===== src/rtl/square_seq.sv =====
// Sequencer that latches host-programmed settings for the square-wave generator
// and runs a counted series of bursts, each followed by a run-low gap.
module square_seq #(
    parameter int GAP_W    = 32,
    parameter int DUTY_MAX = 10000
) (
    input  logic        clk,
    input  logic        rst_n,
    input  logic        wr_en,
    input  logic [2:0]  wr_addr,
    input  logic [31:0] wr_data,
    input  logic        ofs_kill,
    output logic [31:0] freq,
    output logic [15:0] duty,
    output logic [15:0] cycles,
    output logic        run,
    output logic        busy,
    output logic        done,
    output logic [15:0] burst_cnt
);

    localparam logic [2:0] S_IDLE = 3'd0;
    localparam logic [2:0] S_ARM  = 3'd1;
    localparam logic [2:0] S_RUN  = 3'd2;
    localparam logic [2:0] S_GAP  = 3'd3;
    localparam logic [2:0] S_DONE = 3'd4;

    localparam logic [2:0] A_FREQ   = 3'd0;
    localparam logic [2:0] A_DUTY   = 3'd1;
    localparam logic [2:0] A_CYCLES = 3'd2;
    localparam logic [2:0] A_CTRL   = 3'd3;
    localparam logic [2:0] A_BURSTS = 3'd4;
    localparam logic [2:0] A_GAP    = 3'd5;

    localparam logic [15:0]      DUTY_MAX_C = 16'(DUTY_MAX);
    localparam logic [GAP_W-1:0] GAP_ONE    = GAP_W'(1);

    logic [2:0]       state_q, state_d;
    logic [31:0]      freq_sh_q, freq_sh_d;
    logic [15:0]      duty_sh_q, duty_sh_d;
    logic [15:0]      cycles_sh_q, cycles_sh_d;
    logic [15:0]      bursts_sh_q, bursts_sh_d;
    logic [GAP_W-1:0] gap_sh_q, gap_sh_d;
    logic [31:0]      freq_q, freq_d;
    logic [15:0]      duty_q, duty_d;
    logic [15:0]      cycles_q, cycles_d;
    logic [15:0]      burst_cnt_q, burst_cnt_d;
    logic [GAP_W-1:0] gap_cnt_q, gap_cnt_d;
    logic             seen_q, seen_d;
    logic             run_q, run_d;
    logic             busy_q, busy_d;
    logic             done_q, done_d;
    logic             start_cmd;
    logic             stop_cmd;
    logic [15:0]      cnt_inc;

    always_comb begin
        freq_sh_d   = freq_sh_q;
        duty_sh_d   = duty_sh_q;
        cycles_sh_d = cycles_sh_q;
        bursts_sh_d = bursts_sh_q;
        gap_sh_d    = gap_sh_q;
        start_cmd   = 1'b0;
        stop_cmd    = 1'b0;
        if (wr_en) begin
            case (wr_addr)
                A_FREQ:   freq_sh_d   = wr_data;
                A_DUTY:   duty_sh_d   = (wr_data[15:0] > DUTY_MAX_C) ? DUTY_MAX_C : wr_data[15:0];
                A_CYCLES: cycles_sh_d = wr_data[15:0];
                A_BURSTS: bursts_sh_d = wr_data[15:0];
                A_GAP:    gap_sh_d    = wr_data[GAP_W-1:0];
                A_CTRL: begin
                    stop_cmd  = wr_data[1];
                    start_cmd = wr_data[0] & ~wr_data[1];
                end
                default: ;
            endcase
        end
    end

    always_comb begin
        state_d     = state_q;
        freq_d      = freq_q;
        duty_d      = duty_q;
        cycles_d    = cycles_q;
        burst_cnt_d = burst_cnt_q;
        gap_cnt_d   = gap_cnt_q;
        seen_d      = seen_q;
        cnt_inc     = burst_cnt_q + 16'd1;

        if (stop_cmd) begin
            state_d = S_IDLE;
        end else if (start_cmd) begin
            freq_d      = freq_sh_q;
            duty_d      = duty_sh_q;
            cycles_d    = cycles_sh_q;
            burst_cnt_d = 16'd0;
            state_d     = S_ARM;
        end else begin
            case (state_q)
                S_ARM: begin
                    seen_d  = 1'b0;
                    state_d = S_RUN;
                end
                S_RUN: begin
                    if (ofs_kill) begin
                        seen_d = 1'b1;
                    end else if (seen_q) begin
                        // A low ofs_kill only ends a burst after it was seen high in this window.
                        burst_cnt_d = cnt_inc;
                        seen_d      = 1'b0;
                        if (bursts_sh_q != 16'd0 && cnt_inc == bursts_sh_q) begin
                            state_d = S_DONE;
                        end else begin
                            gap_cnt_d = (gap_sh_q == '0) ? GAP_ONE : gap_sh_q;
                            state_d   = S_GAP;
                        end
                    end
                end
                S_GAP: begin
                    if (gap_cnt_q <= GAP_ONE) begin
                        seen_d  = 1'b0;
                        state_d = S_RUN;
                    end else begin
                        gap_cnt_d = gap_cnt_q - GAP_ONE;
                    end
                end
                S_DONE:  state_d = S_IDLE;
                default: state_d = S_IDLE;
            endcase
        end

        run_d  = (state_d == S_RUN);
        busy_d = (state_d == S_ARM) || (state_d == S_RUN) || (state_d == S_GAP);
        done_d = (state_d == S_DONE);
    end

    always_ff @(posedge clk or negedge rst_n) begin
        if (!rst_n) begin
            state_q     <= S_IDLE;
            freq_sh_q   <= '0;
            duty_sh_q   <= '0;
            cycles_sh_q <= '0;
            bursts_sh_q <= '0;
            gap_sh_q    <= '0;
            freq_q      <= '0;
            duty_q      <= '0;
            cycles_q    <= '0;
            burst_cnt_q <= '0;
            gap_cnt_q   <= '0;
            seen_q      <= 1'b0;
            run_q       <= 1'b0;
            busy_q      <= 1'b0;
            done_q      <= 1'b0;
        end else begin
            state_q     <= state_d;
            freq_sh_q   <= freq_sh_d;
            duty_sh_q   <= duty_sh_d;
            cycles_sh_q <= cycles_sh_d;
            bursts_sh_q <= bursts_sh_d;
            gap_sh_q    <= gap_sh_d;
            freq_q      <= freq_d;
            duty_q      <= duty_d;
            cycles_q    <= cycles_d;
            burst_cnt_q <= burst_cnt_d;
            gap_cnt_q   <= gap_cnt_d;
            seen_q      <= seen_d;
            run_q       <= run_d;
            busy_q      <= busy_d;
            done_q      <= done_d;
        end
    end

    assign freq      = freq_q;
    assign duty      = duty_q;
    assign cycles    = cycles_q;
    assign run       = run_q;
    assign busy      = busy_q;
    assign done      = done_q;
    assign burst_cnt = burst_cnt_q;

endmodule


===== config.mk =====
export PLATFORM = sky130hd
export DESIGN_NAME = square_seq
export DESIGN_NICKNAME = d
export VERILOG_FILES = /design/src/rtl/square_seq.sv
export SDC_FILE = /design/constraint.sdc
export NUM_CORES = 1
export LEC_CHECK = 0
export BUFFER_PORTS_ARGS = -buffer_cell sky130_fd_sc_hd__buf_2
export CAP_MARGIN = 15
export CORE_AREA = 5 5 168 170
export DETAILED_ROUTE_END_ITERATION = 8
export DIE_AREA = 0 0 173 175
export MAX_ROUTING_LAYER = met4
export PLACE_DENSITY = 0.62
export REMOVE_ABC_BUFFERS = 1
export SYNTH_ARGS = -nofsm -noshare
export SYNTH_HDL_FRONTEND = slang
export SYNTH_SLANG_ARGS = --single-unit

===== constraint.sdc =====
create_clock -name clk -period 3.5 [get_ports clk]
set_input_delay 0.7 -clock clk [delete_from_list [all_inputs] [get_ports clk]]
set_output_delay 0.7 -clock clk [all_outputs]
set_load 0.005 [all_outputs]

==> results_dict.tcl, run 1 <==
set metrics [dict create \
    ctsHoldBuffers 0 \
    setup_viol_count_final 0 \
    crit_type "reg -> reg" \
    synth.yosys.seq_area_share 0.551 \
    seqCellArea_mm2 0.00578 \
    synth_edf_count 0 \
    yosys_register_bits 231 \
    path_cells "ha_1, and3_1, nor2_1, a2bb2oi_1, or4_1, nor4_4, or2_2, o21ai_0" \
    wl_per_cell_um 18.8 \
    syn_to_final_growth_pct 18.5 \
    p_switching_mw 2.81 \
    synth_top_cells_by_area "dfrtp_1 55%, mux2_2 17%, o21ai_0 3.1%, nor2_1 2.1%, o31ai_1 1.8%" \
    power.leakage_nw 5.58 \
    drcViolationCount 0 \
    hp-class "in -> async" \
    synth_ff_type "dfrtp_1" \
    async_reset_ff_frac 1.00 \
    rows 60 \
    drt_first_pass_iters 5 \
    drive_gt1_frac 0.344 \
    relSlewSlack 0.371 \
    synth_cell_types 59 \
    yosysTopAreaCell "dfrtp_1" \
    dp_cells 1336 \
    fillerInstances 2469 \
    synth_top_area_frac 0.551 \
    crit_buf_inv 0 \
    pre_cts_slack_ps 468 \
    critPathMaxFanout 32 \
    final_nets 1064 \
    rsz0062_at_grt "false" \
    fin_cells 1382 \
    layout_min_cycle_time_ps 3050 \
    run_status "complete, no violations" \
    gr-total-overflow 0 \
    maxSlewViolCount 0 \
    fin_area_mm2 0.0124 \
    drtAntennaViolNets 0 \
    placed_area_mm2 0.0115 \
    grt.total_usage 0.174 \
    cts-root-buf "clkbuf_16" \
    synthCells 903 \
    grt_max_degree 94 \
    power_mw 8.85 \
    grt_pass1_vias 7826 \
    cts_buffers 25 \
    worstSkewPairLatency_ps 530 \
    grt_first_pass_wirelength_um 42500 \
    first_iter_violations 447 \
    ctsResizeCount 0 \
    finalHoldViolCount 0 \
    yosysMostFrequentCell "dfrtp_1" \
    hpwl_um 17000 \
    ys_warn_count 0 \
    numClockSinks 231 \
    fin_tns_setup_ps 0 \
    critPathLaunchType "flip-flop" \
    switching_share 0.317 \
    diodes 0 \
    multiInputGateArea_mm2 0.00445 \
    antenna_found_initial 0 \
    fmax_ghz 0.328 \
    max_stage_delay_ps 600 \
    fp.dieW_um 173 \
    clkPwrFrac 0.321 \
    tritoncts "done" \
    seqPwrFrac 0.431 \
    ir_drop_mv 0.393 \
    p_int_mw 6.04 \
    core_mm2 0.0266 \
    crit_family "simple AND/OR/NAND/NOR gates" \
    initial_core_util 0.395 \
    cts_buffer_depth 3 \
    path_clk_slew_ps 60 \
    netlist_top_cells_count "231 x dfrtp_1, 155 x mux2_2, 64 x o21ai_0, 59 x nor2_1, 38 x nand2_1" \
    syn_area_per_cell_um2 11.6 \
    dieArea_mm2 0.0303 \
    post_cts_buffers 0 \
    cp.arrival_ps 3420 \
    viasPerCell 5.50 \
    port_buffers 121 \
    end_kind "flip-flop" \
    drv_cap 0 \
    fin_util 0.467 \
    period_share 0.871 \
    critical_path.slowest_cell "or4_1" \
    p_comb_frac 0.249 \
    vias 7600 \
    routed_wl_um 26000 \
    setup_slack_ps 453 \
    netlist_area_mm2 0.0105 \
    fin_skew_ps 16.3 \
    tightest_slew_ps 944 \
    hold-worst-slack_ps 188 \
    cp.required_ps 3870 \
    io_pins 122 \
    die_h_um 175 \
    cts_max_level 1 \
    powerDensity_mw_per_mm2 712 \
    routabilityCongestion 0.869 \
]
## power by group through the flow
stage / Clock (mW) / Combinational [mW] / Sequential [mW]
6_report: 2.84 / 2.20 / 3.81
5_1_grt: 3.02 / 2.48 / 3.90
4_1_cts: 2.91 / 2.22 / 3.81
3_5_place_dp: 0 / 2.21 / 3.84
3_3_place_gp: 0 / 2.16 / 3.83
2_1_floorplan: 0 / 1.46 / 3.72
## routing by layer
| metal | vias up | global-route usage | wire length [um] |
|---|---|---|---|
| met3 | 37 | 0.0296 | 1320 |
| li1 | 3557 | - | - |
| met5 | - | - | 0 |
| met4 | 0 | 0.0436 | 516 |
| met2 | 176 | 0.273 | 12200 |
| met1 | 3830 | 0.237 | 11900 |
## kinds of logic after synthesis
kind of cell | synth area share
DFF | 0.551
xor gates and xnor gates | 0.0192
AOI/OAI and AO/OA | 0.110
buffers and inverters | 0.0259
muxes | 0.168
and+or+nand+nor | 0.121
adders and majority gates | 0.00358
## cell type report
type / instances / area share
Clock buffer: 37 / 0.0612
Inverter: 13 / 0.00393
Sequential cell: 231 / 0.465
Clock inverter: 9 / 0.0116
Timing Repair Buffer: 144 / 0.0655
Multi-Input combinational cell: 607 / 0.358
Tap cell: 341 / 0.0343
## registers in the layout, indices dropped and copies added, names as in the netlist, 32 cells and up
name	cells
gap_sh_q	32
gap_cnt_q	32
freq	32
freq_sh_q	32
## cell usage in the layout (no fill, tap or decap), types with 21 or more instances in the layout
| cell | n |
|---|---|
| a21oi_1 | 37 |
| buf_2 | 120 |
| buf_4 | 21 |
| clkbuf_16 | 25 |
| dfrtp_1 | 231 |
| mux2_2 | 155 |
| nand2_1 | 37 |
| nor2_1 | 59 |
| nor3_1 | 32 |
| nor4_1 | 27 |
| o21ai_0 | 64 |
| o31ai_1 | 25 |
## final timing paths
path	from	to	slack (ps)	depth (start not counted)
setup / recovery	burst_cnt[0]$_DFFE_PN0P_	gap_cnt_q[16]$_DFFE_PN0P_	450	8
hold / removal	rst_n	freq[20]$_DFFE_PN0P_	190	1
setup reg to reg	burst_cnt[0]$_DFFE_PN0P_	gap_cnt_q[16]$_DFFE_PN0P_	450	8
hold reg to reg	duty_sh_q[14]$_DFFE_PN0P_	duty_sh_q[14]$_DFFE_PN0P_	480	1
max in group asynchronous	rst_n	burst_cnt[2]$_DFFE_PN0P_	2440	2
min in group clk	wr_data[16]	freq_sh_q[16]$_DFFE_PN0P_	420	2
Power figures use the tool's default switching activity.
==> inputs of run 2 (changes only) <==
- ABC_AREA: unset -> 1
- BUFFER_PORTS_ARGS: -buffer_cell sky130_fd_sc_hd__buf_2 -> unset
- CORE_AREA: 5 5 168 170 -> 5 5 171 173
- DIE_AREA: 0 0 173 175 -> 0 0 176 178
- DONT_BUFFER_PORTS: unset -> 1
- PLACE_DENSITY: 0.62 -> 0.58
==> results_dict.tcl, run 2 <==
set metrics [dict create \
    hp-class "in -> async" \
    final_common_cell "nand2_1" \
    async_reset_ff_frac 1.00 \
    cp.required_ps 3940 \
    fin_cells 1674 \
    finalHoldViolCount 231 \
    synthMuxAreaShare 0.00834 \
    netlist_area_mm2 0.0108 \
    gr-total-overflow 0 \
    path_clk_slew_ps 60 \
    drtAntennaViolNets 0 \
    syn_area_per_cell_um2 8.17 \
    run_status "complete, but fails checks" \
    worstSkewPairLatency_ps 540 \
    yosys_register_bits 231 \
    fin_area_mm2 0.0120 \
    maxSlewViolCount 0 \
    synth_top_cells_by_area "dfrtp_1 53%, nand2_1 15%, o21ai_0 6.6%, inv_1 4.4%, nand3_1 3.8%" \
    first_iter_violations 736 \
    power_mw 8.00 \
    syn_to_final_growth_pct 10.7 \
    grt_first_pass_wirelength_um 45300 \
    wl_per_cell_um 16.6 \
    fillerInstances 2714 \
    dp_cells 1628 \
    crit_type "reg -> reg" \
    drt_first_pass_iters 5 \
    antenna_found_initial 0 \
    viasPerCell 5.04 \
    cts_max_level 1 \
    ctsResizeCount 0 \
    fin_util 0.435 \
    die_h_um 178 \
    synthCells 1322 \
    critPathMaxFanout 50 \
    cts-root-buf "clkbuf_16" \
    tightest_slew_ps 1090 \
    synth-xor-area-share 0.0220 \
    final_nets 1352 \
    hold-worst-slack_ps -117 \
    wl_met1_um 13100 \
    fmax_ghz 0.342 \
    end_kind "flip-flop" \
    grt_max_degree 232 \
    yosysTopAreaCell "dfrtp_1" \
    initial_core_util 0.393 \
    powerDensity_mw_per_mm2 669 \
    fp.dieW_um 176 \
    synth_compound_area_frac 0.102 \
    placed_area_mm2 0.0111 \
    synth-simple-area-share 0.262 \
    r2r_slack_ps 580 \
    period_share 0.835 \
    setup_slack_ps 579 \
    io_pins 122 \
    synth_top_area_frac 0.535 \
    synth_top_family_by_area "simple AND/OR/NAND/NOR gates" \
    synth_edf_count 0 \
    rsz0062_at_grt "false" \
    setup_viol_count_final 0 \
    relSlewSlack 0.276 \
    drv_cap 0 \
    routabilityCongestion 0.870 \
    top_layer "met4" \
    critPathLaunchType "flip-flop" \
    synth_ff_type "dfrtp_1" \
    fin_skew_ps 24.4 \
    synth.yosys.seq_area_share 0.535 \
    layout_min_cycle_time_ps 2920 \
    drive_gt1_frac 0.0625 \
    vias 8429 \
    yosysMostFrequentCell "nand2_1" \
    cts_buffers 26 \
    cts_buffer_depth 3 \
    drcViolationCount 0 \
    rows 61 \
    pre_cts_slack_ps 596 \
    cp.arrival_ps 3370 \
    hpwl_um 18400 \
    port_buffers 0 \
    power.leakage_nw 6.11 \
    wl_met2_um 12400 \
    fin_tns_setup_ps 0 \
    ys_warn_count 0 \
    numClockSinks 231 \
    wl_met3_um 1840 \
    synth_cell_types 44 \
    failed_checks "negative hold slack" \
    layout_common_cells "441 x nand2_1, 231 x dfrtp_1, 142 x o21ai_0, 128 x inv_1, 87 x nor2_1" \
    netlist_top_cells_count "443 x nand2_1, 231 x dfrtp_1, 142 x o21ai_0, 128 x inv_1, 87 x nor2_1" \
    grt.total_usage 0.183 \
    ir_drop_mv 0.390 \
    post_cts_buffers 0 \
    dieArea_mm2 0.0313 \
    diodes 0 \
    tritoncts "done" \
    routed_wl_um 27700 \
    grt_pass1_vias 8349 \
    synthAdderAreaFrac 0.00347 \
    core_mm2 0.0275 \
]
==> run 2: layout make-up <==
type	count	area (um2)	area share
sequential	231	5780	0.483
multi-input combinational	912	4310	0.360
clock buffer	42	781	0.0653
inverter	130	488	0.0408
tap	346	433	0.0362
clock inverter	4	106	0.00889
timing repair buffer	9	67.6	0.00565
==> run 2: worst paths after layout <==
path | from | cells after the start | endpoint
worst max-delay path | burst_cnt[0]$_DFFE_PN0P_ | 11 | gap_cnt_q[18]$_DFFE_PN0P_
worst min-delay path | rst_n | 0 | freq_sh_q[16]$_DFFE_PN0P_
max in group asynchronous | rst_n | 0 | burst_cnt[7]$_DFFE_PN0P_
worst max register to register | burst_cnt[0]$_DFFE_PN0P_ | 11 | gap_cnt_q[18]$_DFFE_PN0P_
worst min register to register | cycles_sh_q[13]$_DFFE_PN0P_ | 2 | cycles[13]$_DFFE_PN0P_
min in group clk | wr_data[7] | 2 | duty_sh_q[7]$_DFFE_PN0P_
==> run 2: kinds of logic after synthesis <==
family / after synthesis
simple gates: 675
compound gates: 201
buf+inv: 179
xor+xnor: 24
mux: 9
flops: 231
fa+ha+maj: 3
==> run 2: report_power, final <==
group	switching (mW)	internal, mW	leakage [nW]
clock network	1.10	1.74	0.431
logic	0.977	0.646	2.69
registers	0.421	3.12	3.00
==> run 2: metal layers <==
| layer | up-vias | global-route usage |
|---|---|---|
| met4 | 0 | 0.0387 |
| li1 | 4203 | - |
| met3 | 32 | 0.0435 |
| met1 | 4018 | 0.255 |
| met5 | - | - |
| met2 | 176 | 0.275 |
==> run 2: worst max-delay path, stage by stage, from the launching register on <==
cell     delay [ps]
dfrtp_1         470
ha_1            230
nand3_1         120
nor2_2          230
nand4_1         140
nand3_1         120
nand2_1          90
nor2_1          260
nand4_4         350
nand2_4         580
nand2_1         140
o21ai_2          80
